[src/rtl/frame_tick_scheduler.sv]
// frame_tick_scheduler: paces the game tick (sync), waits a settle window,
// then rasters the (x,y) cell-query bus over the grid once per tick under a
// valid/ready handshake. Handles pause, speed selection, overrun and halt.
module frame_tick_scheduler #(
    parameter int TICK_CYCLES   = 1500000,
    parameter int SETTLE_CYCLES = 4,
    parameter int GRID_W        = 16,
    parameter int GRID_H        = 16
) (
    input  logic       clk,
    input  logic       rst,
    input  logic       pause,
    input  logic [1:0] speed_sel,
    input  logic       game_over,
    input  logic       restart,
    input  logic       cell_ready,
    output logic       sync,
    output logic       cell_valid,
    output logic [3:0] x,
    output logic [3:0] y,
    output logic       frame_done,
    output logic       overrun,
    output logic [7:0] frame_count,
    output logic [2:0] state
);
    localparam int CW = $clog2(TICK_CYCLES + 1);
    localparam int SW = (SETTLE_CYCLES > 1) ? $clog2(SETTLE_CYCLES) : 1;
    localparam logic [SW-1:0] SETTLE_LAST = SW'(SETTLE_CYCLES - 1);
    localparam logic [3:0]    X_LAST      = 4'(GRID_W - 1);
    localparam logic [3:0]    Y_LAST      = 4'(GRID_H - 1);

    typedef enum logic [2:0] {
        IDLE      = 3'd0,
        WAIT_TICK = 3'd1,
        UPDATE    = 3'd2,
        SETTLE    = 3'd3,
        SCAN      = 3'd4,
        DONE      = 3'd5,
        HALT      = 3'd6
    } state_e;

    state_e        state_q, state_d;
    logic [CW-1:0] cnt_q, cnt_d;
    logic [CW-1:0] period_q, period_d;
    logic [SW-1:0] settle_q, settle_d;
    logic          pend_q, pend_d;
    logic          sync_q, sync_d;
    logic          valid_q, valid_d;
    logic [3:0]    x_q, x_d;
    logic [3:0]    y_q, y_d;
    logic          done_q, done_d;
    logic          ovr_q, ovr_d;
    logic [7:0]    fc_q, fc_d;

    logic [CW-1:0] period_sel;
    logic          run;
    logic          expire;

    assign period_sel = CW'(TICK_CYCLES >> speed_sel);

    // Tick counter runs in every active state; WAIT_TICK with game_over halts instead of counting
    assign run    = (state_q inside {WAIT_TICK, UPDATE, SETTLE, SCAN, DONE}) && !pause &&
                    !(state_q == WAIT_TICK && game_over);
    assign expire = run && (cnt_q == period_q - CW'(1));

    // Next-state, counter, raster and bookkeeping logic
    always_comb begin
        state_d  = state_q;
        cnt_d    = cnt_q;
        period_d = period_q;
        settle_d = settle_q;
        pend_d   = pend_q;
        x_d      = x_q;
        y_d      = y_q;
        ovr_d    = ovr_q;
        fc_d     = fc_q;

        if (run) cnt_d = cnt_q + CW'(1);
        // Period reloads from speed_sel only when the counter clears, so a
        // mid-period speed change applies to the following period.
        if (expire) begin
            cnt_d    = '0;
            period_d = period_sel;
            if (state_q != WAIT_TICK) begin
                pend_d = 1'b1;
                ovr_d  = 1'b1;
            end
        end

        case (state_q)
            IDLE: state_d = WAIT_TICK;
            WAIT_TICK: begin
                if (game_over) begin
                    state_d = HALT;
                    cnt_d   = '0;
                end else if (expire) begin
                    state_d = UPDATE;
                end
            end
            UPDATE: begin
                state_d  = SETTLE;
                settle_d = '0;
            end
            SETTLE: begin
                if (settle_q == SETTLE_LAST) begin
                    state_d = SCAN;
                    x_d     = '0;
                    y_d     = '0;
                end else begin
                    settle_d = settle_q + SW'(1);
                end
            end
            SCAN: begin
                if (cell_ready) begin
                    if (x_q == X_LAST) begin
                        x_d = '0;
                        if (y_q == Y_LAST) begin
                            y_d     = '0;
                            fc_d    = fc_q + 8'd1;
                            state_d = DONE;
                        end else begin
                            y_d = y_q + 4'd1;
                        end
                    end else begin
                        x_d = x_q + 4'd1;
                    end
                end
            end
            DONE: begin
                if (game_over) begin
                    state_d = HALT;
                    cnt_d   = '0;
                    pend_d  = 1'b0;
                end else if (pend_q || expire) begin
                    state_d = UPDATE;
                    pend_d  = 1'b0;
                end else begin
                    state_d = WAIT_TICK;
                end
            end
            HALT: begin
                cnt_d  = '0;
                pend_d = 1'b0;
                if (restart) begin
                    state_d  = WAIT_TICK;
                    ovr_d    = 1'b0;
                    fc_d     = '0;
                    period_d = period_sel;
                end
            end
            default: state_d = IDLE;
        endcase

        // Pulses/valid are registered copies of the next state, so they line
        // up exactly with the state they belong to.
        sync_d  = (state_d == UPDATE);
        valid_d = (state_d == SCAN);
        done_d  = (state_d == DONE);
    end

    // State and output registers; reset clears everything, cell_valid drops at once
    always_ff @(posedge clk or posedge rst) begin
        if (rst) begin
            state_q  <= IDLE;
            cnt_q    <= '0;
            period_q <= CW'(TICK_CYCLES);
            settle_q <= '0;
            pend_q   <= 1'b0;
            sync_q   <= 1'b0;
            valid_q  <= 1'b0;
            x_q      <= '0;
            y_q      <= '0;
            done_q   <= 1'b0;
            ovr_q    <= 1'b0;
            fc_q     <= '0;
        end else begin
            state_q  <= state_d;
            cnt_q    <= cnt_d;
            period_q <= period_d;
            settle_q <= settle_d;
            pend_q   <= pend_d;
            sync_q   <= sync_d;
            valid_q  <= valid_d;
            x_q      <= x_d;
            y_q      <= y_d;
            done_q   <= done_d;
            ovr_q    <= ovr_d;
            fc_q     <= fc_d;
        end
    end

    assign sync        = sync_q;
    assign cell_valid  = valid_q;
    assign x           = x_q;
    assign y           = y_q;
    assign frame_done  = done_q;
    assign overrun     = ovr_q;
    assign frame_count = fc_q;
    assign state       = state_q;

endmodule

[config.mk]
export PLATFORM = sky130hd
export DESIGN_NAME = frame_tick_scheduler
export DESIGN_NICKNAME = d
export VERILOG_FILES = /design/src/rtl/frame_tick_scheduler.sv
export SDC_FILE = /design/constraint.sdc
export NUM_CORES = 1
export LEC_CHECK = 0
export BUFFER_PORTS_ARGS = -buffer_cell sky130_fd_sc_hd__buf_2
export CELL_PAD_IN_SITES_DETAIL_PLACEMENT = 1
export CELL_PAD_IN_SITES_GLOBAL_PLACEMENT = 1
export CORE_ASPECT_RATIO = 1.75
export CORE_UTILIZATION = 47
export DETAILED_ROUTE_END_ITERATION = 6
export GPL_TIMING_DRIVEN = 0
export HOLD_SLACK_MARGIN = 0.02
export PLACE_DENSITY_LB_ADDON = 0.1
export REMOVE_ABC_BUFFERS = 1
export SETUP_SLACK_MARGIN = 0.5
export SLEW_MARGIN = 20
export SYNTH_ARGS = -nofsm -noshare
export SYNTH_HDL_FRONTEND = slang
export SYNTH_SLANG_ARGS = --single-unit
[constraint.sdc]
create_clock -name clk -period 3.75 [get_ports clk]
set_clock_uncertainty 0.2 [all_clocks]
set_input_delay 0.5625 -clock clk [delete_from_list [all_inputs] [get_ports clk]]
set_output_delay 0.5625 -clock clk [all_outputs]
set_load 0.02 [all_outputs]
Word level (Yosys, flattened, before mapping)
Cells that the tools add are included.
{"block": "op_classes", "n_addsub": 6, "n_eq_ne": 20, "shift": 1, "n_mux": 41, "n_reduce_logical": 17}
{"operator": "$mux W21", "n": 6}
{"operator": "$pmux W21 S2", "n": 1}
{"operator": "$mux W8", "n": 4}
{"operator": "$mux W3", "n": 8}
{"operator": "$mux W4", "n": 6}
{"operator": "$add A21 B1 Y21 const B", "n": 1}
{"operator": "$eq A21 B21 Y1", "n": 1}
{"operator": "$pmux W3 S7", "n": 1}
{"operator": "$shr A21 B2 Y21 const A", "n": 1}
{"operator": "$sub A21 B1 Y21 const B", "n": 1}
{"operator": "$pmux W4 S2", "n": 2}
{"operator": "$pmux W8 S2", "n": 1}
{"operator": "$eq A3 B3 Y1 const B", "n": 5}
{"operator": "$eq A3 B2 Y1 const B", "n": 3}
{"operator": "$add A4 B1 Y4 const B", "n": 2}
{"operator": "$add A8 B1 Y8 const B", "n": 1}
{"operator": "$eq A4 B4 Y1 const B", "n": 2}
{"operator": "$mux W1", "n": 8}
{"operator": "$ne A2 B1 Y1 const B", "n": 3}
{"operator": "$ne A2 B2 Y1 const B", "n": 3}
{"operator": "$reduce_bool A2 Y1", "n": 3}
{"operator": "$reduce_and A5 Y1", "n": 1}
{"operator": "$reduce_bool A5 Y1", "n": 1}
{"operator": "$logic_and A1 B1 Y1", "n": 4}
{"operator": "14 further kinds", "n": 16}
{"block": "totals", "register_bits": 68, "inputBits": 8, "out_inout_bits": 23, "wordCells": 97}

Logic depth before layout (Yosys ltp)
Gate-level depths: netlist of the first run.
{"block": "logic_depth", "word_depth": 10, "ltp_mapped": 10, "mapped_depth_nobuf": 9}

Worst setup path before layout of the first run
Ideal clock, no wire load.
{"block": "synth_path", "kind": "reg-to-reg", "startpoint": "reg period_q[0]", "endpoint": "reg period_q[16]", "setup_time_ns": 0.125, "arrival_ns": 2.883, "required_ns": 3.425, "path_slack_ns": 0.541, "stages_incl_launch_ff": 11, "n_path_buf": 1, "period_less_slack_ns": 3.209, "path_cell_list": "dfrtp_1 > inv_1 > ha_1 > or3b_2 > or4_4 > o2111a_1 > o211ai_2 > nor4_4 > a21oi_4 > buf_8 > mux2_4"}
{"block": "synth_between", "elab_chain_len": 6}
{"element": "from (decl)", "line": "44", "rtl": "logic [CW-1:0] period_q, period_d;"}
{"element": "from (signal assigned)", "line": "166", "rtl": "period_q <= CW'(TICK_CYCLES);"}
{"element": "from (signal assigned)", "line": "179", "rtl": "period_q <= period_d;"}
{"element": "$sub A21 B1 Y21 (*)", "line": "64", "rtl": "assign expire = run && (cnt_q == period_q - CW'(1));"}
{"element": "$eq A21 B21 Y1 (*)", "line": "64"}
{"element": "$logic_and A1 B1 Y1 (*)", "line": "64"}
{"element": "$mux W21 (*)", "line": "81", "rtl": "if (expire) begin"}
{"element": "$mux W21", "line": "144", "rtl": "if (restart) begin"}
{"element": "$mux W21 (*)", "line": "90", "rtl": "case (state_q)"}
{"element": "named net period_d[16]", "line": "44"}
The timed path passes the listed nets; every way through them passes the cells marked *.
A chain may end at the register's enable or synchronous reset.

Final worst setup path of the first run
Ends and elaborated chain as after synthesis.

==> run metrics, run 1 <==
outcome finished clean; Worst path slowest cell or4_4; setup_tns 0 ns; LEAKAGE ~2.3 nW; CTS Buf Count 9; Pins Over Slew Limit 0; Syn Area/Cell slightly below 10 sq um; Max FO, Critical Path 17; # rows 44; post-synthesis cell area between 4000 and 5000 sq um; xor/xnor share of the synthesized area between 10% and 20%; Crit path arrival time 3.31 ns; clock power share ~28%; Fillers roughly 910; Initial DRC Count roughly 140; crit-path cells inv_2, ha_4, or3b_4, or4_4, nor2_1, mux2i_1, and3b_1, a21oi_4, buf_12, mux2_4; die height 125 um; CP Class reg -> reg; final hold vios 0; R2R Path Start period_q[0]; Placer Congestion between 0.8 and 0.9; initial core utilization roughly half; slowest stage delay, CP 0.45 ns; via count between 3k and 4k; r2r worst-path depth 10; compound-gate portion of the synthesized area a little over a tenth; CTS H-tree lvls 3; largest family of logic cells by synthesized area simple AND/OR/NAND/NOR gates; nets 490; # diodes 0; Top FF cell, synth dfrtp_1; Peak VDD IR 0.335 mV; Net Sw Power roughly 1.4 mW; clock latency on the worst-skew pair around 0.34 ns; initial antenna violation count 0; Simple-Gate Fraction of Synth Area about 22%; #FFs+latches synth 68; async set-reset flop share out of synthesis 100%; first-pass GRT wire length around 19000 um; Synth Warn # 0; mux share of post-synthesis cell area around 6.7%; DRT Pass-1 Iters 4; # port buffers 30; grt total ovfl 0; die area 9020 sq um; CTS tree built; worst-margin pin slew between 0.6 and 0.7 ns; CP Data Required Time 3.77 ns; Final min period about 3.3 ns; Max Fclk a little over 0.3 GHz; Area Overhead vs Synth 23.7%; cells after synthesis approximately 420; RR Endpoint period_q[16]; R2R Setup Slk approximately 0.46 ns; sequential share of power between 30% and 40%; count of final setup violators 0; DP Area approximately 4300 sq um; Die Wd just over 70 um; Pwr Density approximately 730 nW/um^2; DR vias/cell just under 6; CTS sink count 68; clk slew on worst S/H paths about 0.060 ns; P_int 2.25 mW; setup repair after global routing missed its margin true; post-DP HPWL roughly 7500 um; Root Driver clkbuf_16; GRT Util Overall a little over a quarter; clk buf depth 2; crit end category register; Synth Area in Adders between 4 and 5%; register area share after synthesis about 42%; layout cells sized above 1 between 20% and 30%; post-route clock period utilization approximately 90%; Distinct cells, synth 60; max-cap violations 0; drt drc 0; min-delay worst type in -> async; Core Region between 8000 and 9000 sq um; drt wl/cell 20.9 um; largest net degree at the start of global routing 36; Finished Cell Area between 5000 and 6000 sq um; Final ANT Viol Nets 0; Net Sw Frac approximately two fifths; critical path launch point type register; final wirelength around 12000 um; # IOs 31; Slew HR a little over half; Comb pwr share 38.3%; vias in the first global route around 3.7k; Post-CTS Hold Fix Bufs 0; Post-synth EDFFs 0
## power by group through the flow
stage | clock network [mW] | logic, mW | registers [mW]
6_report | 1.01 | 1.40 | 1.25
2_1_floorplan | 0 | 0.709 | 1.21
4_1_cts | 1.02 | 1.28 | 1.23
3_3_place_gp | 0 | 0.961 | 1.25
3_5_place_dp | 0 | 1.00 | 1.26
5_1_grt | 1.05 | 1.51 | 1.28
## metrics by stage
stage / utilization (%) / instances / power (mW) / hold WS [ns] / setup slack [ns]
global placement: 51.2 / 546 / 2.21 / 0.289 / -0.171
CTS: 59.0 / 582 / 3.53 / 0.0526 / 0.447
global route: 60.3 / 588 / 3.83 / 0.0878 / 0.392
finish: 60.3 / 588 / 3.67 / 0.0437 / 0.458
floorplan: - / 401 / 1.92 / 0.266 / 0.413
detailed placement: 51.5 / 547 / 2.26 / 0.301 / -0.200
## synthesized netlist by cell type (4+ instances only)
cell,number,area share (%)
dfrtp_1,58,36
nor2_1,47,4.4
nand2_1,30,2.8
xor2_1,25,5.4
inv_1,22,2.0
xnor2_1,22,4.8
ha_1,14,4.3
nor3_1,14,1.7
mux2i_1,13,3.2
o21ai_0,13,1.6
a21oi_1,12,1.5
nand3_1,12,1.5
and3_1,11,1.7
clkbuf_1,10,0.93
dfstp_2,10,6.5
mux2_2,10,2.8
nand2b_1,8,1.2
nand4_1,6,0.93
a22o_1,5,1.1
nor4_1,5,0.77
or4_1,5,0.93
or2_2,4,0.62
## per-layer routing
| metal | vias up | global-route usage [%] | share of wire (%) |
|---|---|---|---|
| met4 | 0 | 16.1 | 6.2 |
| met1 | 1726 | 26.1 | 34 |
| li1 | 1569 | - | - |
| met2 | 103 | 51.7 | 56 |
| met3 | 56 | 4.85 | 3.2 |
| met5 | - | 0 | 0 |
## worst max path at each step
stage	startpoint	end	slack, ns	depth (start not counted)
2_1_floorplan	period_q[0]	cnt_q[0]	0.41	9
6_report	period_q[0]	period_q[16]	0.46	10
5_1_grt	period_q[0]	period_q[16]	0.39	11
4_1_cts	period_q[9]	cnt_q[20]	0.45	8
3_3_place_gp	period_q[0]	cnt_q[5]	-0.17	9
3_5_place_dp	period_q[0]	cnt_q[13]	-0.20	9
## logic make-up (layout without fill, tap and decap cells)
group,Yosys count,count (layout)
compound gates,58,59
xor+xnor,47,47
mux,25,25
fa+ha+maj,14,14
simple gates,167,167
buf+inv,37,93
flops,68,68
## placed cells by master, fill, tap and decap left out, types with 5 or more instances in the layout
cell type / instances
nand2b_1: 8
ha_1: 13
clkbuf_16: 9
inv_1: 19
nand2_1: 30
and3_1: 11
xor2_1: 25
nor3_1: 14
dfstp_2: 10
nor2_4: 6
mux2i_1: 13
nor2_1: 40
nand3_1: 12
a21oi_1: 12
mux2_2: 10
buf_4: 18
a22o_1: 5
buf_2: 30
dfrtp_1: 55
o21ai_0: 13
nand4_1: 6
xnor2_1: 22
## area by class of cell
cell class | count | area [sq um] | area share (%)
clock inverters | 6 | 111 | 2.22
flip-flops and latches | 68 | 1720 | 34.3
repair buffers | 55 | 412 | 8.21
inverters | 22 | 85.1 | 1.70
clock buffers | 10 | 239 | 4.77
well taps | 115 | 144 | 2.87
multi-input cells | 312 | 2310 | 46.0
## flip-flops by register name, summed over array words and instances, names as in the netlist
name / count
settle_q: 2
sync: 1
cnt_q: 21
frame_count: 8
x: 4
y: 4
frame_done: 1
pend_q: 1
state: 3
cell_valid: 1
overrun: 1
period_q: 21
## timing repair
| item | CTS | global route |
|---|---|---|
| setup buffers | 17 | 6 |
| gates cloned | 2 | 0 |
| pin swaps | 9 | 11 |
| resized for setup | 21 | 15 |
| endpoints found under the setup margin | 44 | 46 |
## critical path: cells and delay by family, from the launching register on
family	cells	cell delay, ns
fa+ha+maj	1	0.16
compound gates	1	0.09
buf+inv	2	0.29
simple gates	4	1.35
flops	1	0.43
mux	2	0.64
No activity file was read; power rests on OpenSTA's default activity.
==> run 2, diff against run 1 <==
--- a/config.mk
+++ b/config.mk
@@ -6,9 +6,11 @@
 export NUM_CORES = 1
 export LEC_CHECK = 0
 export BUFFER_PORTS_ARGS = -buffer_cell sky130_fd_sc_hd__buf_2
+export CAP_MARGIN = 40
 export CELL_PAD_IN_SITES_DETAIL_PLACEMENT = 1
 export CELL_PAD_IN_SITES_GLOBAL_PLACEMENT = 1
-export CORE_ASPECT_RATIO = 1.75
+export CORE_ASPECT_RATIO = 0.9
+export CORE_MARGIN = 4
 export CORE_UTILIZATION = 47
 export DETAILED_ROUTE_END_ITERATION = 6
 export GPL_TIMING_DRIVEN = 0
==> run metrics, run 2 (same netlist as run 1, synthesis figures left out) <==
outcome finished clean; Crit path max-delay family simple AND/OR/NAND/NOR gates; grt total ovfl 0; multi-input logic area 2330 sq um; Most Frequent Cell on Critical Path or4_4; critical path launch point type register; initial core utilization 49.3%; CTS sink count between 60 and 70; final hold vios 0; min-delay worst type in -> reg; die area just over 10000 sq um; R2R Path Start period_q[7]; CP Class reg -> reg; final wirelength 10900 um; setup repair after global routing missed its margin true; register area ~1700 sq um; vias in the first global route ~3.3k; clk slew on worst S/H paths 0.08 ns; post-DP HPWL roughly 7300 um; Die Wd between 100 and 150 um; largest net degree at the start of global routing 39; clock power share approximately 20%; via count roughly 3.3k; first-pass GRT wire length between 15000 and 20000 um; Max FO, Critical Path 17; GRT Util Overall 21.6%; slowest stage delay, CP about 0.56 ns; P_int between 1.5 and 2 mW; Core Region approximately 8000 sq um; Pwr Density ~660 nW/um^2; Final ANT Viol Nets 0; CTS Buf Count 9; commonest cells after routing, fill and taps aside dfrtp_1, nor2_1, buf_2; layout cells sized above 1 26.8%; drt drc 0; Final min period 3.31 ns; Area Overhead vs Synth 19.3%; CP Data Required Time between 3 and 4 ns; Slew HR 49.4%; count of final setup violators 0; Net Sw Power 1.31 mW; Hold Startpoint cell_ready; max-cap violations 0; Root Driver clkbuf_8; Peak VDD IR roughly 0.23 mV; Fillers just over 900; Net Sw Frac between 40% and 50%; # port buffers 30; Tot Pwr ~3.2 mW; most common cell after layout, fill and taps aside dfrtp_1; Pins Over Slew Limit 0; DRT Pass-1 Iters 4; drt wl/cell 18.7 um; Max Fclk roughly 0.30 GHz; # diodes 0; crit end category register; # rows 31; Placer Congestion 0.828; buffers plus inverters on the worst setup path 2; setup_tns 0 ns; clock latency on the worst-skew pair ~0.36 ns; worst-margin pin slew approximately 0.75 ns; Worst path slowest cell or4_4; die height between 90 and 100 um; CTS H-tree lvls 3; crit path from period_q[7]; post-route clock period utilization about nine tenths; crit-path cells or4_4, or4_4, a311oi_2, o211ai_2, buf_4, nor4_4, a21oi_4, buf_12, mux2_4; Crit path arrival time 3.35 ns; sequential share of power around two fifths; nets 483; LEAKAGE 2.21 nW; # IOs 31; DR vias/cell 5.66; Initial DRC Count between 150 and 200; initial antenna violation count 0; CTS tree built; Comb pwr share between 40 and 50%; clk buf depth 2
-- run 2: cell types whose count changed in the layout (fill, tap and decap cells not counted), moves of 2 or more --
cell and delta:
buf_4 -7, nor2_4 +6, nor2_1 -6, clkbuf_8 +9, nor4_2 -2, bufinv_16 -2, clkbuf_16 -9
-- run 2: metrics by stage --
step	utilization [%]	area [sq um]	hold slack (ns)	setup slack, ns	instances
after CTS	56.7	4670	0.314	0.502	572
final	58.8	4840	0.318	0.437	581
after global placement	51.8	4260	0.291	-0.127	546
after detailed placement	52.2	4290	0.304	-0.0408	548
after floorplan	-	3960	0.266	0.413	401
after global routing	58.8	4840	0.334	0.357	581
-- run 2: layer usage --
| metal | global-route usage, % | share of wire, % | vias to the layer above |
|---|---|---|---|
| met1 | 28.5 | 46 | 1676 |
| met2 | 36.7 | 50 | 51 |
| li1 | - | - | 1550 |
| met5 | 0 | 0 | - |
| met4 | 6.58 | 1.3 | 0 |
| met3 | 3.62 | 2.9 | 12 |
-- run 2: area by class of cell --
| class | instances | area share (%) |
|---|---|---|
| clock buffer | 10 | 2.85 |
| clock inverter | 6 | 1.32 |
| timing repair buffer | 49 | 7.40 |
| tap | 115 | 2.97 |
| sequential | 68 | 35.5 |
| inverter | 22 | 1.76 |
| multi-input combinational | 311 | 48.2 |
-- run 2: final timing paths --
path                                 to  slack [ns]  cells past startpoint
min in group asynchronous      cnt_q[3]        0.53                      3
max reg2reg                period_q[16]        0.44                      9
max in group asynchronous      state[0]        2.27                      4
min reg2reg                 period_q[6]        0.32                      2
max                        period_q[16]        0.44                      9
min                                x[0]        0.32                      3
-- run 2: what timing repair did --
| action | in CTS | in global routing |
|---|---|---|
| resized for setup | 18 | 29 |
| buffers inserted | 6 | 8 |
| setup endpoints to repair | 44 | 35 |
| cloned | 1 | 0 |
| endpoints found under the hold margin | 15 | 0 |
| hold buffers | 1 | 0 |
| pin swaps | 4 | 19 |
-- run 2: worst min-delay path: stages --
cell     delay (ns)
buf_2          0.11
nand2_1        0.08
o31ai_1        0.08
-- run 2: power by group through the flow --
stage	Clock [mW]	Sequential (mW)	Combinational (mW)
CTS	0.639	1.23	1.19
floorplan	0	1.21	0.709
global route	0.672	1.28	1.43
finish	0.624	1.24	1.31
global placement	0	1.22	0.966
detailed placement	0	1.24	1.03
==> run 3, diff against run 2 <==
--- a/config.mk
+++ b/config.mk
@@ -5,15 +5,15 @@
 export SDC_FILE = /design/constraint.sdc
 export NUM_CORES = 1
 export LEC_CHECK = 0
-export BUFFER_PORTS_ARGS = -buffer_cell sky130_fd_sc_hd__buf_2
 export CAP_MARGIN = 40
 export CELL_PAD_IN_SITES_DETAIL_PLACEMENT = 1
 export CELL_PAD_IN_SITES_GLOBAL_PLACEMENT = 1
 export CORE_ASPECT_RATIO = 0.9
 export CORE_MARGIN = 4
-export CORE_UTILIZATION = 47
+export CORE_UTILIZATION = 50
 export DETAILED_ROUTE_END_ITERATION = 6
-export GPL_TIMING_DRIVEN = 0
+export DONT_BUFFER_PORTS = 1
+export GPL_TIMING_DRIVEN = 1
 export HOLD_SLACK_MARGIN = 0.02
 export PLACE_DENSITY_LB_ADDON = 0.1
 export REMOVE_ABC_BUFFERS = 1
==> constraint.sdc (replaced) <==
create_clock -name clk -period 3.62 [get_ports clk]
set_clock_uncertainty 0.2 [all_clocks]
set_input_delay 0.543 -clock clk [delete_from_list [all_inputs] [get_ports clk]]
set_output_delay 0.543 -clock clk [all_outputs]
set_load 0.02 [all_outputs]
==> run metrics, run 3 (same netlist as run 1, synthesis figures left out) <==
outcome finished clean; Peak VDD IR about 0.34 mV; clk slew on worst S/H paths around 0.080 ns; Crit path arrival time about 3.3 ns; Slew HR a little over two fifths; min-delay worst type in -> reg; Final WS setup 0.376 ns; fin cells 540; drt wl/cell about 21 um; DP Area 4210 sq um; # IOs 31; layout cells sized above 1 22.1%; # rows 30; Place WS approximately 0.26 ns; clk buf depth 2; R2R Path Start period_q[1]; critical path launch point type register; crit end category register; Initial DRC Count a little over 200; vias in the first global route 3455; Pins Over Slew Limit 0; CTS tree built; drt drc 0; clock latency on the worst-skew pair about 0.36 ns; Hold WS 0.135 ns; max-cap violations 0; Final ANT Viol Nets 0; DP Cell Count between 500 and 600; Tot Pwr 3.38 mW; Max FO, Critical Path 5; fin util about 60%; nets between 400 and 500; final wirelength roughly 11000 um; LEAKAGE roughly 2.1 nW; CTS H-tree lvls 3; multi-input logic area 2270 sq um; commonest cells after routing, fill and taps aside dfrtp_1, nor2_1, nand2_1; first-pass GRT wire length ~18000 um; Fillers roughly 860; CP Data Required Time 3.68 ns; CTS Buf Count 9; post-route clock period utilization between 80% and 90%; Placer Congestion between 0.8 and 0.9; Area Overhead vs Synth 15.7%; DRT Pass-1 Iters 4; Final min period roughly 3.2 ns; count of final setup violators 0; final hold vios 0; grt total ovfl 0; Top Metal Used met4; CP Class reg -> reg; register area 1720 sq um; initial antenna violation count 0; Pwr Density between 700 and 800 nW/um^2; most common cell after layout, fill and taps aside dfrtp_1; setup repair after global routing missed its margin true; initial core utilization approximately 52%; metal3 WL 514 um; die area 9610 sq um; largest net degree at the start of global routing 37; Core Region between 7000 and 8000 sq um; met1 WL 5250 um; setup_tns 0 ns; # port buffers 0; Root Driver clkbuf_8; DR vias/cell 6.00; Die Wd just over 100 um; met2 WL roughly 5500 um; die height between 90 and 100 um; # diodes 0; Hold Startpoint speed_sel[1]; GRT Util Overall between 20% and 30%; worst-margin pin slew about 0.83 ns; via count roughly 3.2k; crit path from period_q[1]; post-DP HPWL 7620 um; CTS sink count approximately 70; Finished Cell Area around 4700 sq um; Max Fclk 0.308 GHz
-- run 3: cell count changes in the layout (fill, tap and decap cells not counted), sizes merged --
cell,before,now
buf,48,25
clkbuf,10,12
clkinvlp,2,0
bufinv,1,2
clkinv,3,2
inv,22,23
-- run 3: what timing repair did --
action	4_1_cts	5_1_grt
buffers inserted	10	1
resized for setup	12	18
pin swaps	4	5
endpoints found under the hold margin	20	0
hold buffers	1	0
setup endpoints to repair	45	43
cloned	1	1
-- run 3: area by class of cell --
cell class | count | area share [%]
multi-input cells | 311 | 48.3
flip-flops and latches | 68 | 36.6
repair buffers | 27 | 5.79
clock buffers | 11 | 3.23
well taps | 96 | 2.56
clock inverters | 5 | 1.76
inverters | 22 | 1.76
-- run 3: where the power goes --
group	internal (mW)	switching [mW]	total (mW)
Clock	0.428	0.308	0.736
Combinational	0.628	0.735	1.36
Sequential	0.974	0.310	1.28
-- run 3: critical path, stage by stage (launching register included) --
cell and delay (ns):
dfrtp_1 0.43, or4_4 0.60, nor4_4 0.33, buf_4 0.18
nand2_1 0.09, xnor2_2 0.22, or4_4 0.57, o21ai_4 0.16
buf_6 0.15, clkbuf_16 0.16, nor2_2 0.04
-- run 3: routing by layer --
layer	GRT usage [%]	vias to the layer above
met2	38.5	63
met5	0	-
met4	7.98	0
met3	4.55	13
met1	34.6	1659
li1	-	1507
-- run 3: final timing paths --
kind / endpoint / slack [ns] / cells after the start
worst max-delay path: cnt_q[12] / 0.38 / 10
worst min-delay path: period_q[11] / 0.13 / 1
worst max register to register: cnt_q[12] / 0.38 / 10
worst min register to register: period_q[6] / 0.31 / 2
max in group asynchronous: period_q[9] / 1.70 / 3
min in group asynchronous: settle_q[0] / 0.55 / 2
